### src/rtl/hazard_ctrl_pkg.sv
// Shared definitions for the pipeline hazard controller: FSM states,
// forwarding select codes and the default register-index width.
package hazard_ctrl_pkg;

    localparam int unsigned REG_BITS = 5;

    typedef enum logic [1:0] {
        ST_RUN      = 2'b00,
        ST_MEM_WAIT = 2'b01,
        ST_HALT     = 2'b10
    } hz_state_e;

    localparam logic [1:0] FWD_RF = 2'b00;
    localparam logic [1:0] FWD_W  = 2'b01;
    localparam logic [1:0] FWD_M  = 2'b10;

endpackage

### src/rtl/hazard_ctrl_fwd_unit.sv
// Forwarding compare for one E-stage source operand; M result beats W result,
// and register 0 is never forwarded.
module fwd_unit #(
    parameter int unsigned REG_BITS = hazard_ctrl_pkg::REG_BITS
) (
    input  logic [REG_BITS-1:0] src_i,
    input  logic                regWrite_M_i,
    input  logic [REG_BITS-1:0] writeReg_M_i,
    input  logic                regWrite_W_i,
    input  logic [REG_BITS-1:0] writeReg_W_i,
    output logic [1:0]          fwd_o
);
    import hazard_ctrl_pkg::*;

    always_comb begin
        fwd_o = FWD_RF;
        if (regWrite_M_i && (writeReg_M_i != '0) && (writeReg_M_i == src_i)) begin
            fwd_o = FWD_M;
        end else if (regWrite_W_i && (writeReg_W_i != '0) && (writeReg_W_i == src_i)) begin
            fwd_o = FWD_W;
        end
    end

endmodule

### src/rtl/hazard_ctrl.sv
// Pipeline sequencing controller: per-stage stall/flush, E-stage forwarding,
// load-use / memory-wait / redirect sequencing and stall/flush counters.
module hazard_ctrl #(
    parameter int unsigned REG_BITS    = hazard_ctrl_pkg::REG_BITS,
    parameter int unsigned CNT_WIDTH   = 32,
    parameter logic [7:0]  MEM_TIMEOUT = 8'd255
) (
    input  logic                 clk,
    input  logic                 reset,
    input  logic [REG_BITS-1:0]  rs_D,
    input  logic [REG_BITS-1:0]  rt_D,
    input  logic [REG_BITS-1:0]  rs_E,
    input  logic [REG_BITS-1:0]  rt_E,
    input  logic [REG_BITS-1:0]  writeReg_E,
    input  logic [REG_BITS-1:0]  writeReg_M,
    input  logic [REG_BITS-1:0]  writeReg_W,
    input  logic                 regWrite_E,
    input  logic                 regWrite_M,
    input  logic                 regWrite_W,
    input  logic                 memToReg_E,
    input  logic                 memReq_M,
    input  logic                 memAck_M,
    input  logic                 redirect_E,
    output logic [1:0]           forwardA_E,
    output logic [1:0]           forwardB_E,
    output logic                 stall_F,
    output logic                 stall_D,
    output logic                 stall_E,
    output logic                 stall_M,
    output logic                 stall_W,
    output logic                 flush_D,
    output logic                 flush_E,
    output logic                 flush_M,
    output logic                 flush_W,
    output logic                 memTimeout,
    output logic [CNT_WIDTH-1:0] stallCount,
    output logic [CNT_WIDTH-1:0] flushCount
);
    import hazard_ctrl_pkg::*;

    hz_state_e            state_q, state_d;
    logic [7:0]           timer_q, timer_d;
    logic                 memTimeout_q, memTimeout_d;
    logic [CNT_WIDTH-1:0] stallCount_q, flushCount_q;
    logic [1:0]           fwdA, fwdB;
    logic                 lu;

    fwd_unit #(.REG_BITS(REG_BITS)) u_fwd_a (
        .src_i        (rs_E),
        .regWrite_M_i (regWrite_M),
        .writeReg_M_i (writeReg_M),
        .regWrite_W_i (regWrite_W),
        .writeReg_W_i (writeReg_W),
        .fwd_o        (fwdA)
    );

    fwd_unit #(.REG_BITS(REG_BITS)) u_fwd_b (
        .src_i        (rt_E),
        .regWrite_M_i (regWrite_M),
        .writeReg_M_i (writeReg_M),
        .regWrite_W_i (regWrite_W),
        .writeReg_W_i (writeReg_W),
        .fwd_o        (fwdB)
    );

    assign forwardA_E = reset ? fwdA : FWD_RF;
    assign forwardB_E = reset ? fwdB : FWD_RF;

    assign lu = memToReg_E && regWrite_E && (writeReg_E != '0) &&
                ((writeReg_E == rs_D) || (writeReg_E == rt_D));

    always_comb begin
        state_d      = state_q;
        timer_d      = timer_q;
        memTimeout_d = memTimeout_q;
        stall_F = 1'b0;
        stall_D = 1'b0;
        stall_E = 1'b0;
        stall_M = 1'b0;
        stall_W = 1'b0;
        flush_D = 1'b0;
        flush_E = 1'b0;
        flush_M = 1'b0;
        flush_W = 1'b0;

        case (state_q)
            // RUN and the ack cycle of MEM_WAIT share one decision tree, so a
            // redirect or load-use held off by the wait is acted on at the ack.
            ST_RUN, ST_MEM_WAIT: begin
                if (memReq_M && !memAck_M) begin
                    stall_F = 1'b1;
                    stall_D = 1'b1;
                    stall_E = 1'b1;
                    stall_M = 1'b1;
                    flush_W = 1'b1;
                    if (state_q == ST_RUN) begin
                        state_d = ST_MEM_WAIT;
                        timer_d = 8'd1;
                    end else begin
                        timer_d = timer_q + 8'd1;
                        if (timer_d == MEM_TIMEOUT) begin
                            state_d      = ST_HALT;
                            memTimeout_d = 1'b1;
                        end
                    end
                end else begin
                    state_d = ST_RUN;
                    if (redirect_E) begin
                        flush_D = 1'b1;
                        flush_E = 1'b1;
                    end else if (lu) begin
                        stall_F = 1'b1;
                        stall_D = 1'b1;
                        flush_E = 1'b1;
                    end
                end
            end
            ST_HALT: begin
                stall_F = 1'b1;
                stall_D = 1'b1;
                stall_E = 1'b1;
                stall_M = 1'b1;
                stall_W = 1'b1;
            end
            default: state_d = ST_RUN;
        endcase

        // Reset is asynchronous, so the Mealy outputs are masked directly.
        if (!reset) begin
            stall_F = 1'b0;
            stall_D = 1'b0;
            stall_E = 1'b0;
            stall_M = 1'b0;
            stall_W = 1'b0;
            flush_D = 1'b0;
            flush_E = 1'b0;
            flush_M = 1'b0;
            flush_W = 1'b0;
        end
    end

    always_ff @(posedge clk or negedge reset) begin
        if (!reset) begin
            state_q      <= ST_RUN;
            timer_q      <= '0;
            memTimeout_q <= 1'b0;
            stallCount_q <= '0;
            flushCount_q <= '0;
        end else begin
            state_q      <= state_d;
            timer_q      <= timer_d;
            memTimeout_q <= memTimeout_d;
            if (stall_F) begin
                stallCount_q <= stallCount_q + CNT_WIDTH'(1);
            end
            if (flush_E) begin
                flushCount_q <= flushCount_q + CNT_WIDTH'(1);
            end
        end
    end

    assign memTimeout = memTimeout_q;
    assign stallCount = stallCount_q;
    assign flushCount = flushCount_q;

endmodule
### config.mk
export PLATFORM = sky130hd
export DESIGN_NAME = hazard_ctrl
export DESIGN_NICKNAME = d
export VERILOG_FILES = /design/src/rtl/hazard_ctrl_pkg.sv /design/src/rtl/hazard_ctrl_fwd_unit.sv /design/src/rtl/hazard_ctrl.sv
export SDC_FILE = /design/constraint.sdc
export NUM_CORES = 1
export LEC_CHECK = 0
export BUFFER_PORTS_ARGS = -buffer_cell sky130_fd_sc_hd__buf_2
export CAP_MARGIN = 0
export CELL_PAD_IN_SITES_DETAIL_PLACEMENT = 0
export CELL_PAD_IN_SITES_GLOBAL_PLACEMENT = 2
export CORE_MARGIN = 2
export CORE_UTILIZATION = 34
export DETAILED_ROUTE_END_ITERATION = 10
export PLACE_DENSITY_LB_ADDON = 0.25
export SYNTH_ARGS = -nofsm -noshare
export SYNTH_HDL_FRONTEND = slang
export SYNTH_HIERARCHICAL = 1
export SYNTH_SLANG_ARGS = --single-unit
### constraint.sdc
create_clock -name clk -period 5.3 [get_ports clk]
set_input_delay 0.795 -clock clk [delete_from_list [all_inputs] [get_ports clk]]
set_output_delay 0.795 -clock clk [all_outputs]
set_load 0.005 [all_outputs]
; After elaboration in Yosys (flattened, before gate mapping)
; Index checks and enable logic that the tools add are counted.
[word_totals]
out_inout_bits = 78
regBits = 75
elab_cells = 71
[op_classes]
n_eq_ne = 10
add_sub_neg = 3
reduce_logical = 20
n_mux = 31
bitwise_logic = 2
[op_table]
columns = operator, count
row1 = "32-bit by 1-bit adder with 32-bit output, second input constant", 2
row2 = 5-bit == test, 6
row3 = 1-bit 2-to-1 mux, 20
row4 = 5-bit nonzero test, 3
row5 = 2-bit 2-to-1 mux, 7
row6 = 1-bit logical AND, 10
row7 = "8-bit by 1-bit adder with 8-bit output, second input constant", 1
row8 = "8-bit == test, second input constant", 1
row9 = 8-bit 2-to-1 mux, 1
row10 = "4-bit != test, second input constant", 1
row11 = 1-bit one-hot mux with 2 select lines, 2
row12 = 2-bit one-hot mux with 2 select lines, 1
row13 = 2-bit AND reduction, 2
row14 = 4-bit AND reduction, 1
row15 = "2-bit by 1-bit == test with 1-bit output, second input constant", 1
row16 = "2-bit == test, second input constant", 1
row17 = 2-bit zero test, 1
row18 = 1-bit NOT, 2
row19 = 2-bit OR reduction, 1
row20 = 1-bit zero test, 1
row21 = 1-bit logical OR, 1

; Longest topological paths before layout
; Gate-level depths: netlist (run 1).
[logic_depth]
word_depth = 8
ltp_mapped = 8
mapped_depth_nobuf = 7

; By module
; Netlist (run 1), hierarchy kept.
[modules_own_cells]
columns = module, instances, cells_per_inst, area_per_inst_um2
row1 = hazard_ctrl, 1, 385, 3896.2
row2 = fwd_unit, 2, 20, 151.4

; Least setup slack after synthesis (run 1)
; Ideal clock, no wire load.
[synth_path]
path_type = input to output
start = input port writeReg_E[1]
end = output port stall_F
cell_stages = 6
path_slack_ns = 2.394
arrival_time_ns = 2.111
path_cell_list = or4_1 > o211ai_1 > nor3_1 > a21oi_4 > inv_1 > buf_4
[synth_via]
elab_chain_cells = 8
word_cells_on_any_way = 11
[synth_lines]
columns = element, line_no
row1 = from (decl), hazard_ctrl.sv:14  ; input logic [REG_BITS-1:0] writeReg_E,
row2 = 5-bit == test / 5-bit nonzero test (equally long branches), "hazard_ctrl.sv:70, hazard_ctrl.sv:69"
row3 = 1-bit logical OR / 1-bit logical AND (equally long branches), "hazard_ctrl.sv:70, hazard_ctrl.sv:69"
row4 = 1-bit logical AND (*), hazard_ctrl.sv:69  ; assign lu = memToReg_E && regWrite_E && (writeReg_E != '0) &&
row5 = 1-bit 2-to-1 mux (*) (3 in a row), n/a
row6 = 1-bit one-hot mux with 2 select lines (*), n/a
row7 = 1-bit 2-to-1 mux (*), n/a
row8 = to (decl), hazard_ctrl.sv:26  ; output logic stall_F,
; Every way passes the cells marked *; elsewhere a longest branch is shown, timed or not.

; Worst setup path after layout (run 1)
[layout_path]
start = input port writeReg_E[1]
end = output port stall_D
[layout_via]
elab_chain_cells = 8
word_cells_on_any_way = 11
[layout_lines]
columns = element, line_no
row1 = 5-bit == test / 5-bit nonzero test (equally long branches), "hazard_ctrl.sv:70, hazard_ctrl.sv:69"
row2 = 1-bit logical OR / 1-bit logical AND (equally long branches), "hazard_ctrl.sv:70, hazard_ctrl.sv:69"
row3 = 1-bit logical AND (*), hazard_ctrl.sv:69
row4 = 1-bit 2-to-1 mux (*), hazard_ctrl.sv:111  ; end else if (lu) begin
row5 = 1-bit 2-to-1 mux (*), hazard_ctrl.sv:108  ; if (redirect_E) begin
row6 = 1-bit 2-to-1 mux (*), hazard_ctrl.sv:90  ; if (memReq_M && !memAck_M) begin
row7 = 1-bit one-hot mux with 2 select lines (*), hazard_ctrl.sv:86  ; case (state_q)
row8 = 1-bit 2-to-1 mux (*), hazard_ctrl.sv:129  ; if (!reset) begin
row9 = to (decl), hazard_ctrl.sv:27  ; output logic stall_D,
; Marks and branches as above.

==> results.md, run 1 <==
- Post-synthesis adder-cell area fraction: 1.19%
- Count leader, synth: dfrtp_1
- Tcrit/Tclk final: 66.7%
- Clock power share: 37.7%
- TritonCTS clock tree: yes
- Layout Skew: 7.59 ps
- Worst vdd ir: 0.000182 V
- Synth top cells by count: 75 x dfrtp_1, 56 x xor2_1, 37 x nand2_1
- Worst-path clk slew: 60 ps
- Detailed-route via count: 3473
- Die Span Y: 115 um
- Largest net degree at the start of global routing: 73
- DRC: 0
- PortBufs: 120
- Hold WC Path Type: in -> async
- Startpoint types: primary input
- Final instance area: 0.00521 mm2
- Average size of a mapped cell: 9.88 um2
- Die Wd: 115 um
- Post-synth top area cell: dfrtp_1
- First-pass GRT wire length: 17.4 mm
- DR vias/cell: 5.00
- Register bit total from synthesis: 75
- Setup Viol. Count Final: 0
- Crit Path Class: in -> out
- Number of DRC markers in iteration 0: 222
- Fmax: 283 MHz
- Multiplexer area fraction after synthesis: 0.268%
- Die area: 0.0133 mm2
- RSZ-0062 raised after global routing: no
- Post-layout util: 43.4%
- Combinational share of power: 16.9%
- Drt first pass iters: 4
- Yosys Warn Count: 6
- P_sw: 0.453 mW
- Final worst setup slack: 1770 ps
- CTS max path bufs: 2
- Hold Vio Cnt, Final: 0
- Simple-Gate Fraction of Synth Area: 25.5%
- Final nets: 591
- Layout fillers: 1209
- Status: complete, no violations
- Area fraction of the dominant cell type after synthesis: 44.7%
- Mapped cell area: 0.00420 mm2
- Syn_nets: 473
- GRT Util Overall: 16.7%
- Pre-CTS setup slack: 1770 ps
- Synth Area in XOR/XNOR: 18.8%
- WL/cell: 15.1 um
- Slew margin rel.: 40.2%
- Ant diodes: 0
- Setup bufs post-CTS: 0
- Grt total ovfl: 0
- Area growth, synth to finish: 24.0%
- Boundary Pins: 122
- HPWL Detailed: 7.72 mm
- Power per cell area: 302 mW/mm2
- WHS: 297 ps
- H-tree Lvls: 3
- Placer Congestion: 0.776
- Int Pwr: 1.12 mW
- Mapped Cells: 425
- Setup tns final: 0 ps
- Area contributors post-synth: dfrtp_1 45%, xor2_1 12%, xnor2_1 7.1%
- Crit Path Max Fanout: 15
- Sequential fraction of the synthesis area: 44.7%
- Max_cap viols: 0
- CP required: 4510 ps
- Share of layout cells above drive strength 1: 28.3%
- Worst EP arrival: 2740 ps
- Sequential share of power: 45.4%
- Measured slew at the worst slew-check pin: 896 ps
- CTS sink count: 75
- Vias in the first global route: 3450
- Num CTS Buffers: 9
- Worst-Skew Late Latency: 330 ps
- Final WL: 10.5 mm
- Final min period: 3530 ps
- Post-synthesis compound-gate area fraction: 6.14%
- Rows: 40
- Post-CTS Hold Fix Bufs: 0
- Initial antenna violation count: 0
- Core area: 0.0120 mm2
- Unique masters post-synth: 47
- Post-synth EDFFs: 0
- Async SR Flop Fraction: 100%
- Final Slew Violations: 0
- Sw Share: 28.8%
- Leak: 2.60 nW
- Most used DFF post-synth: dfrtp_1
- Initial Util: 35.0%
- Clk root buf: clkbuf_16
- Post-DRT Antenna Nets: 0
- Largest family of logic cells by synthesized area: simple AND/OR/NAND/NOR gates
- Resize count post-CTS: 0
- Setup crit end kind: output port
- Post-DP Area: 0.00491 mm2
-- worst max-delay path, stage by stage --
cell and delay, ps:
buf_2 120, or4_1 560, o211ai_1 240, nor3_1 120, a21oi_4 430, inv_1 270
buf_2 190
-- final cells by class --
type                       instances  area (um2)  share of cell area, %
clock buffer                      15         288                   5.53
tap                              147         184                   3.53
sequential                        75        1880                   36.0
inverter                          14        52.6                   1.01
multi-input combinational        321        2180                   41.9
timing repair buffer             122         618                   11.9
clock inverter                     1        5.00                 0.0961
-- final timing paths --
check	startpoint	end	slack, ps	depth (start not counted)
min reg2reg	stallCount[31]$_DFFE_PN0P_	stallCount[31]$_DFFE_PN0P_	470	1
min in group clk	stallCount[31]$_DFFE_PN0P_	stallCount[31]$_DFFE_PN0P_	470	1
max reg2reg	stallCount[4]$_DFFE_PN0P_	stallCount[30]$_DFFE_PN0P_	2970	6
max in group asynchronous	reset	flushCount[5]$_DFFE_PN0P_	3880	2
min	reset	flushCount[25]$_DFFE_PN0P_	300	1
max	writeReg_E[1]	stall_D	1770	7
-- layout by cell type (no fill, tap or decap), drive strengths merged, types with 9 or more instances in the layout --
cell type  instances
a21oi              9
buf              122
clkbuf            15
dfrtp             75
inv               14
nand2             37
nand3             30
nand4             17
nor2              21
nor3              34
nor4              18
xnor2             34
xor2              56
-- per-stage QoR --
stage	std cells	power, mW
floorplan	425	0.857
global placement	679	0.986
detailed placement	679	0.994
CTS	695	1.60
global route	695	1.67
finish	695	1.57
-- routing by layer --
metal	vias to the layer above	wire length (um)	GRT usage, %
met5	-	0	0
met3	12	604	4.43
li1	1725	-	-
met4	0	155	5.14
met2	81	4750	25.7
met1	1655	4990	23.0
-- kinds of logic (layout without fill, tap and decap cells) --
| kind of cell | Yosys count | in the layout |
|---|---|---|
| xor gates and xnor gates | 90 | 90 |
| adders and majority gates | 4 | 4 |
| and+or+nand+nor | 195 | 195 |
| muxes | 1 | 1 |
| other | 1 | 1 |
| DFF | 75 | 75 |
| buffers and inverters | 29 | 152 |
| AOI/OAI and AO/OA | 30 | 30 |
-- power groups by stage --
| stage | clock network [mW] | registers (mW) | logic (mW) |
|---|---|---|---|
| 4_1_cts | 0.612 | 0.715 | 0.271 |
| 3_5_place_dp | 0 | 0.724 | 0.270 |
| 3_3_place_gp | 0 | 0.721 | 0.265 |
| 2_1_floorplan | 0 | 0.710 | 0.147 |
| 6_report | 0.593 | 0.714 | 0.266 |
| 5_1_grt | 0.643 | 0.727 | 0.304 |
-- registers in the layout (all words and copies together), names as in the netlist --
signal,flops
memTimeout,1
state_q,2
flushCount,32
timer_q,8
stallCount,32
No activity file was read; power rests on OpenSTA's default activity.
==> run 2: changes to the inputs <==
- CORE_UTILIZATION: 34 -> 28
- clock period: 5.3 -> 2.9 ns (I/O delays scaled with it)
==> results.md, run 2 (synthesized netlist as in run 1, its figures left out) <==
- Final worst setup slack: 325 ps (-1440 ps)
- Crit Path Max Fanout: 13 (-2)
- GRT Util Overall: 14.2% (-2.4 points)
- Post-DRT Antenna Nets: 0 (unchanged)
- Power per cell area: 542 mW/mm2 (+80%)
- Slew margin rel.: 51.3% (+11 points)
- Post-DP Area: 0.00502 mm2 (+2.2%)
- CTS sink count: 75 (unchanged)
- Worst EP arrival: 2140 ps (-600 ps)
- RSZ-0062 raised after global routing: no
- CTS max path bufs: 2 (unchanged)
- R2R Setup Slk: 670 ps (-2300 ps)
- Tcrit/Tclk final: 88.8%
- Die Wd: 126 um (+9.8%)
- Leak: 2.64 nW (+1.4%)
- Hold WC Path Type: in -> async
- Fmax: 388 MHz
- Final min period: 2580 ps
- Metal2 WL: 5.10 mm (+7.4%)
- Number of DRC markers in iteration 0: 203 (-8.6%)
- Resize count post-CTS: 0 (unchanged)
- CP required: 2470 ps (-2040 ps)
- Largest net degree at the start of global routing: 55 (-25%)
- Final nets: 600 (+1.5%)
- Final Power: 2.88 mW (+83%)
- Initial Util: 28.8% (-6.2 points)
- Share of layout cells above drive strength 1: 29.3% (+1.0 points)
- Final instance area: 0.00531 mm2 (+2.0%)
- Reg-to-Reg End: stallCount[30]$_DFFE_PN0P_
- Crit path launch: reset
- PortBufs: 120 (unchanged)
- H-tree Lvls: 3 (unchanged)
- Status: complete, no violations
- Vias in the first global route: 3520 (+2.0%)
- Setup tns final: 0 ps (unchanged)
- WL met3: 571 um (-5.5%)
- Layout fillers: 1486 (+23%)
- RR Startpoint: stallCount[4]$_DFFE_PN0P_
- Reg2Reg Depth: 6 (unchanged)
- Max_cap viols: 0 (unchanged)
- Measured slew at the worst slew-check pin: 731 ps (-165 ps)
- Metal-1 WL: 5.29 mm (+5.9%)
- Boundary Pins: 122 (unchanged)
- Most frequent cells in the layout: 119 x buf_2, 75 x dfrtp_1, 56 x xor2_1, 37 x nand2_1, 34 x xnor2_1
- Setup crit end kind: output port
- Layout Skew: 6.98 ps (-0.617 ps)
- First-pass GRT wire length: 18.5 mm (+6.4%)
- Initial antenna violation count: 0 (unchanged)
- WL/cell: 15.0 um (-0.75%)
- Final Slew Violations: 0 (unchanged)
- Clk root buf: clkbuf_16
- Max stage delay on crit path: 550 ps (about the same)
- Placer Congestion: 0.753 (-3.0%)
- Num CTS Buffers: 9 (unchanged)
- Core area: 0.0146 mm2 (+21%)
- HPWL Detailed: 8.26 mm (+6.9%)
- Drt first pass iters: 6 (+2)
- Worst path most repeated cell: buf_4
- Die Span Y: 126 um (+9.8%)
- Final WL: 11.1 mm (+5.7%)
- Detailed-route via count: 3509 (+1.0%)
- Hold Vio Cnt, Final: 0 (unchanged)
- Crit Path Class: in -> out
- DRC: 0 (unchanged)
- TritonCTS clock tree: yes
- Worst-Skew Late Latency: 330 ps (about the same)
- Max Used Layer: met4
- Worst vdd ir: 0.000277 V (+53%)
- Ant diodes: 0 (unchanged)
- Grt total ovfl: 0 (unchanged)
- Slowest stage cell, crit path: dlygate4sd3_1
- Setup Viol. Count Final: 0 (unchanged)
- Setup crit end: flush_E
- CP Cell Sequence: dlygate4sd3_1 > buf_4 > nand2b_1 > nor2_1 > and2_1 > a31oi_2 > buf_4 > inv_1 > buf_2
- Pre-CTS setup slack: 479 ps (-1290 ps)
- Rows: 44 (+10%)
- Area growth, synth to finish: 26.5%
- Die area: 0.0160 mm2 (+21%)
- DR vias/cell: 4.74 (-5.1%)
- Most common cell after layout, fill and taps aside: buf_2
- Startpoint types: primary input
- Worst-path clk slew: 60 ps (about the same)
## run 2: changes by cell type in the layout (fill, tap and decap cells not counted), sizes merged
| cell | previous run | this run |
|---|---|---|
| buf | 122 | 130 |
| clkinv | 1 | 2 |
| dlygate4sd3 | 0 | 1 |
| clkbuf | 15 | 13 |
## run 2: per-layer routing
metal,track usage (%),up-vias
li1,-,1736
met1,19.4,1679
met2,22.6,81
met3,3.37,13
met4,4.20,0
met5,0,-
## run 2: what timing repair did
action                                 4_1_cts  5_1_grt
setup buffers                                0        0
endpoints found under the hold margin        2        0
hold buffers                                 1        0
## run 2: worst max-delay path, delay by kind of cell
family          cells  cell delay, ps
compound gates      1             130
simple gates        3             440
buf+inv             5            1130
## run 2: report_power, final
part / switching, mW / internal [mW] / leakage (nW) / total [mW]
Combinational: 0.278 / 0.236 / 1.53 / 0.514
Clock: 0.419 / 0.642 / 0.141 / 1.06
Sequential: 0.154 / 1.15 / 0.965 / 1.31
## run 2: worst min path at each step
stage | end | slack, ps | cells past startpoint
after floorplan | flushCount[0]$_DFFE_PN0P_ | 140 | 0
after global placement | state_q[1]$_DFFE_PN0P_ | 260 | 1
after detailed placement | state_q[1]$_DFFE_PN0P_ | 260 | 1
after CTS | state_q[1]$_DFFE_PN0P_ | 470 | 2
after global routing | state_q[1]$_DFFE_PN0P_ | 470 | 2
final | state_q[1]$_DFFE_PN0P_ | 470 | 2
## run 2: stage by stage
stage	hold WS [ps]	cells	utilization, %
final	469	740	36.4
after global routing	475	740	36.4
after CTS	471	740	36.4
after detailed placement	259	724	34.4
after global placement	261	724	34.4
after floorplan	139	425	-
## run 2: cell type report
class                      instances  area [um2]  area share [%]
clock buffer                      13         270            5.09
clock inverter                     2        10.0           0.188
inverter                          14        52.6           0.989
multi-input combinational        321        2180            41.1
sequential                        75        1880            35.3
tap                              184         230            4.33
timing repair buffer             131         688            13.0
==> run 3: changes to the inputs <==
- SETUP_SLACK_MARGIN: unset -> 0.4
==> results.md, run 3 (synthesized netlist as in run 1, its figures left out) <==
- Worst-path clk slew: 60 ps (about the same)
- Initial antenna violation count: 0 (unchanged)
- Worst-Skew Late Latency: 330 ps (about the same)
- Ant diodes: 0 (unchanged)
- P_sw: 0.852 mW (about the same)
- Initial Util: 28.8% (unchanged)
- Fmax: 416 MHz (+7.2%)
- Num CTS Buffers: 9 (unchanged)
- DRC: 0 (unchanged)
- Setup tns final: 0 ps (unchanged)
- WHS: 147 ps (-322 ps)
- CP Cell Sequence: buf_2 > or4_1 > o211a_1 > a31oi_2 > buf_4 > inv_1 > buf_2
- Core area: 0.0146 mm2 (unchanged)
- TritonCTS clock tree: yes
- Sequential share of power: 45.3% (about the same)
- Hold Vio Cnt, Final: 0 (unchanged)
- CTS sink count: 75 (unchanged)
- Met2 GRT Util: 22.6% (+0.063 points)
- PortBufs: 120 (unchanged)
- Final WL: 11.1 mm (+0.42%)
- Clock power share: 36.8% (about the same)
- Post-DP Area: 0.00502 mm2 (unchanged)
- Leak: 2.64 nW (unchanged)
- Power per cell area: 543 mW/mm2 (about the same)
- Met3 GRT Util: 3.33% (-0.042 points)
- Measured slew at the worst slew-check pin: 736 ps (+4.94 ps)
- Worst EP arrival: 1970 ps (-170 ps)
- Boundary Pins: 122 (unchanged)
- H-tree Lvls: 3 (unchanged)
- Tcrit/Tclk final: 82.8% (-6.0 points)
- Final Power: 2.88 mW (about the same)
- Die Span Y: 126 um (unchanged)
- Int Pwr: 2.03 mW (about the same)
- Non-Filler Instances: 740 (unchanged)
- Most frequent cells in the layout: 119 x buf_2, 75 x dfrtp_1, 56 x xor2_1, 37 x nand2_1, 34 x xnor2_1
- Combinational share of power: 17.8% (about the same)
- DR vias/cell: 4.75 (+0.26%)
- Rows: 44 (unchanged)
- Grt total ovfl: 0 (unchanged)
- Status: complete, no violations
- CP required: 2470 ps (about the same)
- HPWL Detailed: 8.26 mm (unchanged)
- Worst vdd ir: 0.000276 V (-0.35%)
- Worst path most repeated cell: buf_2
- Hold WC Path Type: in -> async
- Final min period: 2400 ps (-173 ps)
- Crit Path Class: in -> out
- Placer Congestion: 0.753 (unchanged)
- RSZ-0062 raised after global routing: no
- Placed insts: 724 (unchanged)
- CTS max path bufs: 2 (unchanged)
- Resize count post-CTS: 0 (unchanged)
- WL/cell: 15.1 um (+0.42%)
- Area growth, synth to finish: 26.5% (unchanged)
- Die Wd: 126 um (unchanged)
- Final nets: 600 (unchanged)
- Layout Skew: 6.76 ps (-0.212 ps)
- Clk root buf: clkbuf_16
- Largest net degree at the start of global routing: 55 (unchanged)
- Most used routing layer: met2
- Layout fillers: 1489 (+0.20%)
- Setup bufs post-CTS: 0 (unchanged)
- First-pass GRT wire length: 18.5 mm (+0.30%)
- Share of layout cells above drive strength 1: 29.3% (unchanged)
- Final Slew Violations: 0 (unchanged)
- Setup Viol. Count Final: 0 (unchanged)
- Max_cap viols: 0 (unchanged)
- Post-CTS Hold Fix Bufs: 1 (unchanged)
- Sw Share: 29.6% (about the same)
- Crit Path Max Fanout: 13 (unchanged)
- Startpoint types: primary input
- Slowest stage cell, crit path: or4_1
- Most common cell after layout, fill and taps aside: buf_2
- Setup crit end kind: output port
- Drt first pass iters: 4 (-2)
- Max stage delay on crit path: 550 ps (about the same)
- Grt met1 use: 19.6% (+0.13 points)
- Die area: 0.0160 mm2 (unchanged)
- Detailed-route via count: 3518 (+0.26%)
- Slew margin rel.: 50.9% (-0.33 points)
- Final instance area: 0.00531 mm2 (unchanged)
- Post-DRT Antenna Nets: 0 (unchanged)
- Vias in the first global route: 3524 (+0.11%)
- GRT Util Overall: 14.3% (+0.054 points)
- Number of DRC markers in iteration 0: 249 (+23%)
==> run 3: cell counts in the layout (fill, tap and decap cells not counted) <==
No cell type changed its count.
==> run 3: metrics by stage <==
| step | util [%] | setup WS (ps) |
|---|---|---|
| 2_1_floorplan | - | 714 |
| 3_3_place_gp | 34.4 | 474 |
| 3_5_place_dp | 34.4 | 479 |
| 4_1_cts | 36.4 | 484 |
| 5_1_grt | 36.4 | 407 |
| 6_report | 36.4 | 498 |
==> run 3: final timing paths <==
| kind | from | to | slack [ps] | depth (start not counted) |
|---|---|---|---|---|
| worst min register to register | flushCount[31]$_DFFE_PN0P_ | flushCount[31]$_DFFE_PN0P_ | 470 | 1 |
| worst min-delay path | reset | flushCount[29]$_DFFE_PN0P_ | 150 | 2 |
| worst max register to register | stallCount[4]$_DFFE_PN0P_ | stallCount[30]$_DFFE_PN0P_ | 670 | 6 |
| min in group clk | flushCount[31]$_DFFE_PN0P_ | flushCount[31]$_DFFE_PN0P_ | 470 | 1 |
| worst max-delay path | writeReg_E[1] | flush_E | 500 | 7 |
| max in group asynchronous | reset | stallCount[27]$_DFFE_PN0P_ | 1720 | 3 |
==> run 3: cell type report <==
cell class	instances	area, um2	share of cell area, %
multi-input combinational	321	2180	41.1
clock buffer	13	270	5.09
clock inverter	2	10.0	0.188
timing repair buffer	131	688	13.0
inverter	14	52.6	0.989
sequential	75	1880	35.3
tap	184	230	4.33
==> run 3: worst max-delay path, delay by kind of cell <==
kind	cells	cell delay (ps)
compound gates	2	450
buf+inv	4	520
simple gates	1	550
==> run 3: per-layer routing <==
| metal | wire, um | vias to the layer above |
|---|---|---|
| met5 | 0 | - |
| met4 | 135 | 0 |
| met3 | 514 | 12 |
| met2 | 5140 | 80 |
| met1 | 5360 | 1686 |
| li1 | - | 1740 |
==> run 3: power by group through the flow <==
stage               clock network [mW]  logic [mW]  registers, mW
floorplan                            0       0.269           1.30
global placement                     0       0.511           1.33
detailed placement                   0       0.514           1.32
CTS                               1.10       0.519           1.31
global route                      1.14       0.572           1.33
finish                            1.06       0.514           1.31
